`src/rtl/water_level_encoder.sv`:
```
// water_level_encoder: synchronise, debounce and validate three float switches into a 2-bit level code
//   clk           system clock, rising edge
//   rst_n         asynchronous active-low reset
//   sensor_low    raw float switch at low mark, 1 = wet
//   sensor_mid    raw float switch at mid mark, 1 = wet
//   sensor_high   raw float switch at high mark, 1 = wet
//   data          committed level code: 00 critical, 01 low, 10 mid, 11 high
//   data_valid    1 once a valid pattern has been committed since reset
//   level_changed one-cycle pulse when data takes a new value (or on the first commit)
//   sensor_fault  1 while the last stable pattern is physically impossible
module water_level_encoder #(
  parameter int SYNC_STAGES     = 2,
  parameter int DEBOUNCE_CYCLES = 50000
) (
  input  logic       clk,
  input  logic       rst_n,
  input  logic       sensor_low,
  input  logic       sensor_mid,
  input  logic       sensor_high,
  output logic [1:0] data,
  output logic       data_valid,
  output logic       level_changed,
  output logic       sensor_fault
);
  localparam int CW = $clog2(DEBOUNCE_CYCLES + 1);
  localparam logic [CW-1:0] LAST = CW'(DEBOUNCE_CYCLES - 1);
  typedef enum logic {SETTLE, STABLE} state_t;
  state_t                      state_q;
  logic [SYNC_STAGES-1:0][2:0] sync_q;
  logic [SYNC_STAGES-1:0]      vld_q;
  logic                        loaded_q;
  logic [2:0]                  cand_q;
  logic [CW-1:0]               cnt_q;
  logic [1:0]                  data_q;
  logic                        valid_q;
  logic                        changed_q;
  logic                        fault_q;
  logic [2:0]                  p;
  logic                        p_ok;
  logic [1:0]                  p_code;
  logic                        new_p;
  assign p      = sync_q[SYNC_STAGES-1];
  assign p_ok   = p == 3'b000 || p == 3'b001 || p == 3'b011 || p == 3'b111;
  assign p_code = p[2] ? 2'd3 : p[1] ? 2'd2 : {1'b0, p[0]};
  // The first trusted pattern after reset is always treated as new, so the
  // debounce window starts only once the synchroniser has been refilled.
  assign new_p  = !loaded_q || p != cand_q;
  always_ff @(posedge clk or negedge rst_n) begin
    if (!rst_n) begin
      sync_q    <= '0;
      vld_q     <= '0;
      loaded_q  <= 1'b0;
      cand_q    <= '0;
      cnt_q     <= '0;
      state_q   <= SETTLE;
      data_q    <= '0;
      valid_q   <= 1'b0;
      changed_q <= 1'b0;
      fault_q   <= 1'b0;
    end else begin
      sync_q    <= {sync_q[SYNC_STAGES-2:0], sensor_high, sensor_mid, sensor_low};
      vld_q     <= {vld_q[SYNC_STAGES-2:0], 1'b1};
      changed_q <= 1'b0;
      if (vld_q[SYNC_STAGES-1]) begin
        if (new_p) begin
          cand_q   <= p;
          cnt_q    <= '0;
          state_q  <= SETTLE;
          loaded_q <= 1'b1;
        end else if (state_q == SETTLE) begin
          if (cnt_q == LAST) begin
            state_q <= STABLE;
            if (p_ok) begin
              data_q    <= p_code;
              valid_q   <= 1'b1;
              fault_q   <= 1'b0;
              changed_q <= !valid_q || p_code != data_q;
            end else begin
              fault_q <= 1'b1;
            end
          end else begin
            cnt_q <= cnt_q + CW'(1);
          end
        end
      end
    end
  end
  assign data          = data_q;
  assign data_valid    = valid_q;
  assign level_changed = changed_q;
  assign sensor_fault  = fault_q;
endmodule

```
`config.mk`:
```
export PLATFORM = sky130hd
export DESIGN_NAME = water_level_encoder
export DESIGN_NICKNAME = d
export VERILOG_FILES = /design/src/rtl/water_level_encoder.sv
export SDC_FILE = /design/constraint.sdc
export NUM_CORES = 1
export LEC_CHECK = 0
export CORE_MARGIN = 4
export CORE_UTILIZATION = 55
export DETAILED_ROUTE_END_ITERATION = 10
export HOLD_SLACK_MARGIN = 0.12
export PLACE_DENSITY = 0.82
export SYNTH_ARGS = -nofsm -noshare
export SYNTH_HDL_FRONTEND = slang
export SYNTH_SLANG_ARGS = --single-unit
```
`constraint.sdc`:
```
create_clock -name clk -period 2.7 [get_ports clk]
set_input_delay 0.27 -clock clk [delete_from_list [all_inputs] [get_ports clk]]
set_output_delay 0.27 -clock clk [all_outputs]
set_load 0.05 [all_outputs]
```
==> out/results.txt <==
Outcome = complete, no violations
Clk_skew = 16.3 ps
GRT overflow = 0
Routed WL per cell = 15.7 um
HP Class = in -> async
Num ports = 10
TritonRoute pass-1 iters = 4
Crit path launch type = flop
Vias = 1185
Die X = 61.9 um
CTS clock-pin slew for the worst setup and hold paths = 110 ps
# diodes = 0
Unrepaired setup endpoints after global routing = no
Fin Setup TNS = 0 ps
Fin area = 1830 um2
# Max-Cap Violations = 0
Gr usage total = 19.4%
Syn Inst Count = 148
Syn Area/Cell = 10.8 um2
Pin count of the biggest net entering global routing = 35
Cell Area, Synth = 1600 um2
Minimum clock period = 2400 ps
PD cells = 580 nW/um2
Placed instance area = 1730 um2
Remaining DRCs = 0
Insertion delay to the later sink of the worst-skew pair = 350 ps
Die area = 3830 um2
Initial antenna violation count = 0
Port Buf Inserts = 9
Synth warn = 0
Starting density of the core = 58.0%
Row Count = 19
H-tree levels = 2
Final wirelength = 3050 um
Core Area = 2760 um2
Final Hold Fails = 0
Cell total after placement = 186
VDD IR max = 0.579 mV
Vias in the first global route = 1102
Non-filler cells, final = 194
GPL Wtd Cong = 0.936
CTS sink count = 34
CP Capture Type = flop
M2 GR Usage = 30.2%
Final period utilization = 89.0%
Setup CP Type = reg -> reg
CTS Hold Bufs = 0
Max frequency = 0.416 GHz
Endpoints failing setup = 0
First-pass GRT wire length = 5060 um
Worst Path Max Fanout = 7
Netlist cell types = 41
Critical Path AT = 2650 ps
Post-CTS sizing = 0
Post-synthesis register bit count = 34
Gr busiest metal = met2
Syn_nets = 154
Routed Antenna Nets = 0
Share of layout cells above drive strength 1 = 11.7%
Max clock buf depth = 2
Layout Nets = 168
Starting DRT DRC Count = 80
Vias/cell = 6.11
Hold slack = 301 ps
Met1 Track Usage GR = 22.9%
CTS tree = done
Postcts setup bufs = 0
Cts bufs inserted = 5
Seq/Total Area, Yosys = 53.2%
GRT met3 Usage = 6.82%
Slew Limit Fails = 0
Worst path required time = 2950 ps
Synthesis-to-finish area growth = 14.7%
Post-DP HPWL = 2180 um
Pleak = 0.747 nW
Root Buffer = clkbuf_4
Die Y = 61.9 um
synthesized netlist by cell type, drive strengths merged:
| master | n | share of area [%] |
|---|---|---|
| mux2 | 4 | 2.8 |
| o21bai | 1 | 0.47 |
| or4 | 3 | 1.6 |
| nor4 | 4 | 1.6 |
| o21a | 1 | 0.47 |
| a211o | 1 | 0.55 |
| ha | 1 | 0.78 |
| nand2 | 10 | 2.3 |
| a41o | 2 | 1.3 |
| nand3 | 7 | 2.2 |
| nor3 | 2 | 0.63 |
| conb | 1 | 0.23 |
| a2bb2oi | 1 | 0.55 |
| o31ai | 3 | 1.4 |
| clkbuf | 4 | 0.94 |
| nand4 | 4 | 1.6 |
| or4b | 1 | 0.63 |
| a32o | 1 | 0.63 |
| o41ai | 2 | 1.1 |
| xor2 | 1 | 0.55 |
| or3 | 8 | 3.4 |
| xnor2 | 8 | 4.4 |
| and3 | 3 | 1.3 |
| and2 | 1 | 0.39 |
| nand4bb | 1 | 1.7 |
| or2 | 1 | 0.39 |
| inv | 3 | 0.70 |
| nand2b | 6 | 2.3 |
| a21oi | 8 | 2.5 |
| o311ai | 1 | 0.55 |
| or4bb | 1 | 0.70 |
| a211oi | 1 | 0.47 |
| nand3b | 1 | 0.47 |
| o41a | 1 | 0.70 |
| nor2 | 8 | 1.9 |
| o21ai | 7 | 2.2 |
| nor2b | 1 | 0.39 |
| dfrtp | 34 | 53 |
worst paths after layout:
check,depth (start not counted),from,slack [ps],to
setup / recovery,4,cnt_q[4]$_DFFE_PN0P_,300,data[1]$_DFFE_PN0P_
hold / removal,2,rst_n,300,level_changed$_DFF_PN0_
setup reg to reg,4,cnt_q[4]$_DFFE_PN0P_,300,data[1]$_DFFE_PN0P_
hold reg to reg,0,sync_q[2]$_DFF_PN0_,360,p[2]$_DFF_PN0_
max in group asynchronous,2,rst_n,2080,cnt_q[7]$_DFFE_PN0P_
min in group clk,1,sensor_high,350,sync_q[2]$_DFF_PN0_
routing by layer:
layer  vias to the layer above  wire length [um]  part of all wire [%]
li1                        575                 -                     -
met1                       573              1290                    42
met2                        28              1500                    49
met3                         9               173                   5.7
met4                         0                89                   2.9
met5                         -                 0                     0
final cells by class:
| type | count | area (um2) |
|---|---|---|
| Timing Repair Buffer | 11 | 105 |
| Multi-Input combinational cell | 107 | 722 |
| Fill cell | 206 | 923 |
| Clock buffer | 5 | 37.5 |
| Tap cell | 31 | 38.8 |
| Inverter | 3 | 11.3 |
| Sequential cell | 34 | 851 |
| Clock inverter | 3 | 68.8 |
metrics by stage:
step	utilization [%]	setup slack (ps)	total power, mW
after global placement	62.7	380	0.600
final	66.5	297	1.06
after CTS	66.5	296	1.07
after floorplan	-	415	0.576
after detailed placement	62.7	319	0.605
after global routing	66.5	217	1.10
worst max-delay path, cell delays in order (launching register included):
cell     delay, ps
dfrtp_1        450
or4b_1         560
or4_4          580
or3_4          420
a211o_1        290
report_power, final:
group / switching (mW) / total, mW / internal, mW / leakage (nW)
logic: 0.0368 / 0.0606 / 0.0237 / 0.247
registers: 0.0122 / 0.533 / 0.521 / 0.444
clock network: 0.181 / 0.470 / 0.289 / 0.0554
placed cells by master (no fill, tap or decap), types with 2 or more instances in the layout:
cell type,synthesis,routed
dfrtp_1,34,34
nand2_1,10,10
clkdlybuf4s50_1,0,9
xnor2_1,8,8
nor2_1,8,8
a21oi_1,8,8
nand3_1,7,7
o21ai_0,7,7
or3_1,7,7
nand2b_1,6,6
clkbuf_4,0,5
nand4_1,4,4
mux2_2,4,4
nor4_1,4,4
inv_1,3,3
o31ai_1,3,3
nor3_1,2,2
a41o_1,2,2
and3_1,2,2
o41ai_1,2,2
or4_1,2,2
bufinv_16,0,2
buf_4,0,2
registers in the layout, indices dropped and copies added, names as in the netlist:
name,count
p,3
vld_q,2
data_valid,1
cnt_q,16
sensor_fault,1
state_q,1
cand_q,3
loaded_q,1
level_changed,1
sync_q,3
data,2
kinds of logic after synthesis:
family                     Yosys count  synth area share, %
and+or+nand+nor                     62                 23.6
DFF                                 34                 53.2
AOI/OAI and AO/OA                   30                 12.8
xor gates and xnor gates             9                 4.93
buffers and inverters                7                 1.64
muxes                                4                 2.82
adders and majority gates            1                0.782
other                                1                0.235
Note: power is estimated with default switching activity, not from simulation.
==> RTL edit 1: new RTL, config.mk and constraints unchanged <==
The parameter `DEBOUNCE_CYCLES` goes from 50000 to 25000.
--- a/src/rtl/water_level_encoder.sv
+++ b/src/rtl/water_level_encoder.sv
@@ -10,7 +10,7 @@
 //   sensor_fault  1 while the last stable pattern is physically impossible
 module water_level_encoder #(
   parameter int SYNC_STAGES     = 2,
-  parameter int DEBOUNCE_CYCLES = 50000
+  parameter int DEBOUNCE_CYCLES = 25000
 ) (
   input  logic       clk,
   input  logic       rst_n,
Formal check against the unedited RTL: no difference found for any inputs over 10 cycles, from zero or initial values and one cycle with rst_n low; that may be too few to reach the edited logic, so the function may still have changed.
==> RTL edit 1 against the original RTL <==
Die area grew 0.19%. Design area shrank 0.34%. Total power shrank 2.8%. Setup slack gained 0.25 ns. Via count is the same. Combinational power grew 13%. Sequential cell count shrank 1. Synthesized area grew 0.23%. Largest power group unchanged. Utilization shrank 0.79 points. Critical endpoint is now cnt_q[1]. Wire length shrank 3.2%. Count of clock-buffer cells in the layout is the same. Clock power shrank 5.1%. Highest routed layer unchanged.
==> RTL edit 1: results (changes against the original RTL) <==
stage,metric,value,unit,change
worst_setup_path,crit_fanout,8,,was 7
yosys,ys_types,38,,was 41
finish,fillCellCount,231,,was 206
worst_setup_path,arrival,2.41,ns,was 2.65 ns
yosys,synth_area_leaders,"dfrtp_1 (52%), xnor2_1 (3.8%), nor2_1 (2.8%)",,"was dfrtp_1 (53%), xnor2_1 (4.4%), mux2_2 (2.8%)"
worst_setup_path,crit_start,cnt_q[3],,was cnt_q[4]
routing,wl,2960,um,was 3050 um
global_routing,met2_usage,29.4,%,was 30.2%
global_routing,grt_pass1_wl,5040,um,was 5060 um
routing,dr.pass1.iters,5,,was 4
yosys,yosysSeqAreaShare,51.5,%,was 53.2%
global_routing,grt_pass1_vias,1138,,was 1102
timing,min_period_over_period,79.8,%,was 89.0%
pwr,p_comb,0.0683,mW,was 0.0606 mW
pwr,vdd_drop_max,0.000565,V,was 0.000579 V
pwr,swShare,20.8,%,was 21.6%
finish,largest_reg_flops,15,,was 16
outcome,outcome,"complete, no violations",,unchanged
yosys,synthXorXnorAreaFrac,6.01,%,was 4.93%
clocking,clk_latency,0.32,ns,was 0.35 ns
place,dpl.hpwl,2180,um,about the same
pwr,leakage,0.745,nW,was 0.747 nW
worst_setup_path,r2r-end,cnt_q[1],,was data[1]
place,preCtsSetupSlack,0.577,ns,was 0.319 ns
yosys,yosys-top-cells-count,"dfrtp_1 (33), nor2_1 (12), inv_1 (9)",,"was dfrtp_1 (34), nand2_1 (10), a21oi_1 (8), nor2_1 (8), xnor2_1 (8)"
yosys,synth-compound-area-share,11.9,%,was 12.8%
worst_setup_path,r2r_cells,5,,was 4
place,gp_congestion,0.819,,was 0.936
yosys,synthAdderAreaFrac,0.781,%,was 0.782%
worst_setup_path,r2r_slack,0.54,ns,was 0.30 ns
finish,drive_above_1_share,14.7,%,was 11.7%
yosys,netlist_instances,149,,was 148
global_routing,grt_max_degree,34,,was 35
timing,finalClockSkew,0.00912,ns,was 0.0163 ns
pwr,seq-power,0.520,mW,was 0.533 mW
## RTL edit 1: cell count changes after synthesis, moves of 3 or more
cell	change
inv_1	+6
or3_1	-5
or4_1	+3
xor2_1	+3
nor2_1	+4
nand2_1	-3
o21ai_0	-3
## RTL edit 1: logic make-up (layout without fill, tap and decap cells)
family	count (synthesis)	after routing
buffers and inverters	16	30
multiplexers	3	3
AND/OR/NAND/NOR	57	57
adder cells (fa/ha/maj)	1	1
XOR/XNOR	11	11
flip-flops	33	33
AO/OA/AOI/OAI	27	27
other	1	1
## RTL edit 1: routing by layer
layer / wire (um) / up-vias
li1: - / 568
met1: 1300 / 579
met2: 1490 / 34
met3: 136 / 4
met4: 34 / 0
met5: 0 / -
## RTL edit 1: worst max-delay path, cell delays in order (launching register included)
cell and delay, ns:
dfrtp_1 0.47, or4b_4 0.55, nor4_4 0.49, buf_4 0.24, nand2b_1 0.15, a32o_1 0.18
## RTL edit 1: through the flow
| stage | util [%] | power, mW |
|---|---|---|
| finish | 65.7 | 1.03 |
| global route | 65.7 | 1.08 |
| CTS | 65.7 | 1.05 |
| detailed placement | 62.0 | 0.598 |
| global placement | 62.0 | 0.594 |
| floorplan | - | 0.569 |
## RTL edit 1: area by class of cell
type	count	area share, %
repair buffers	13	6.57
clock inverters	3	3.56
flip-flops and latches	33	45.2
well taps	31	2.12
inverters	9	1.85
clock buffers	5	2.05
multi-input cells	100	38.7
## RTL edit 1: how the worst min path moves through the flow
stage	from	endpoint	slack, ns	cells past startpoint
2_1_floorplan	rst_n	cand_q[0]	-0.03	0
3_3_place_gp	sync_q[0]	p[0]	0.34	0
3_5_place_dp	sync_q[0]	p[0]	0.34	0
4_1_cts	rst_n	cnt_q[7]	0.33	2
5_1_grt	rst_n	cnt_q[9]	0.35	2
6_report	rst_n	cnt_q[9]	0.32	2
==> RTL edit 2: new RTL, same flow settings <==
Without the edit above. Put one more register stage on the output `data_valid`, cleared by the reset. The value now appears one clock later. The other outputs are not delayed to match.
--- a/src/rtl/water_level_encoder.sv
+++ b/src/rtl/water_level_encoder.sv
@@ -86,7 +86,13 @@
     end
   end
   assign data          = data_q;
-  assign data_valid    = valid_q;
+  always_ff @(posedge clk or negedge rst_n) begin
+    if (!rst_n) begin
+      data_valid <= '0;
+    end else begin
+      data_valid <= valid_q;
+    end
+  end
   assign level_changed = changed_q;
   assign sensor_fault  = fault_q;
 endmodule
Function: same outputs for any inputs over 10 cycles, from zero or initial values and one cycle with rst_n low; that may be too few to reach the edited logic, so the function may still have changed.
==> RTL edit 2 against the original RTL <==
Die area is 1.4% higher. Total power is 6.5% lower. Design area is 0.20% higher. Setup slack better by 0.016 ns. Sequential cell count is 1 higher. Wire length is 0.29% higher. Synthesized area is 1.6% higher. Maximum frequency is 0.67% higher. Via count hardly changed. Largest cell class unchanged. Highest routed layer unchanged.
==> RTL edit 2: results (changes against the original RTL) <==
stage,metric,value,unit,change
place,place_inst,187,,was 186
yosys,synth.area.mux_share,2.77,%,was 2.82%
worst_setup_path,r2r-end,sensor_fault,,was data[1]
yosys,synthAdderAreaFrac,0.770,%,was 0.782%
timing,finalClockSkew,0.00688,ns,was 0.0163 ns
routing,drt_iter0_drc,73,,was 80
worst_setup_path,cp_slowest_cell,or4b_1,,was or4_4
worst_setup_path,r2r_slack,0.31,ns,was 0.30 ns
global_routing,grt_max_degree,36,,was 35
finish,design_area,0.00184,mm^2,was 0.00183 mm^2
routing,wl_per_cell,15.7,um,about the same
finish,clkCellAreaFrac,4.63,%,was 5.80%
global_routing,grt_pass1_wl,5550,um,was 5060 um
routing,wl_met3,103,um,was 173 um
yosys,synthXorXnorAreaFrac,4.85,%,was 4.93%
finish,final_cells,195,,was 194
yosys,yosysSeqAreaShare,53.9,%,was 53.2%
worst_setup_path,crit_fanout,5,,was 7
global_routing,met1_usage,22.4,%,was 22.9%
finish,sh_seq_area,47.7,%,was 46.4%
routing,wl_met2,1480,um,was 1500 um
global_routing,grt_pass1_vias,1221,,was 1102
place,dpl.hpwl,2200,um,was 2180 um
yosys,postSynthAreaPerCell,10.9,um^2,was 10.8 um^2
global_routing,grt_util_met3,6.85,%,was 6.82%
finish,layout.nonclk_buf_share,5.72,%,was 5.73%
pwr,vdd_drop_max,0.000529,V,was 0.000579 V
place,preCtsSetupSlack,0.347,ns,was 0.319 ns
yosys,yosys-top-cells-count,"dfrtp_1 (35), nand2_1 (10), a21oi_1 (8), nor2_1 (8), xnor2_1 (8)",,"was dfrtp_1 (34), nand2_1 (10), a21oi_1 (8), nor2_1 (8), xnor2_1 (8)"
yosys,synth.net_count,155,,was 154
clocking,clock-sinks,35,,was 34
finish,fillCellCount,217,,was 206
routing,wl_met1,1420,um,was 1290 um
global_routing,met2_usage,28.6,%,was 30.2%
routing,viasPerCell,6.07,,was 6.11
outcome,outcome,"complete, no violations",,unchanged
timing,holdWs,0.318,ns,was 0.301 ns
finish,drive_above_1_share,11.6,%,was 11.7%
==> RTL edit 2: changes by cell type after synthesis <==
| cell | delta |
|---|---|
| dfrtp_1 | +1 |
==> RTL edit 2: worst max-delay path by stage <==
stage / startpoint / slack (ns) / end / cells past startpoint
after global routing: cnt_q[4] / 0.25 / sensor_fault / 4
after floorplan: cnt_q[7] / 0.42 / data[1] / 4
after CTS: cnt_q[4] / 0.34 / sensor_fault / 4
final: cnt_q[7] / 0.31 / sensor_fault / 4
after detailed placement: cnt_q[7] / 0.35 / data[1] / 4
after global placement: cnt_q[4] / 0.38 / data[1] / 4
==> RTL edit 2: report_power, final <==
group / internal (mW) / leakage (nW) / total, mW / switching (mW)
sequential: 0.536 / 0.458 / 0.548 / 0.0120
clock: 0.199 / 0.0458 / 0.386 / 0.186
combinational: 0.0238 / 0.247 / 0.0610 / 0.0373
total: 0.759 / 0.751 / 0.995 / 0.235
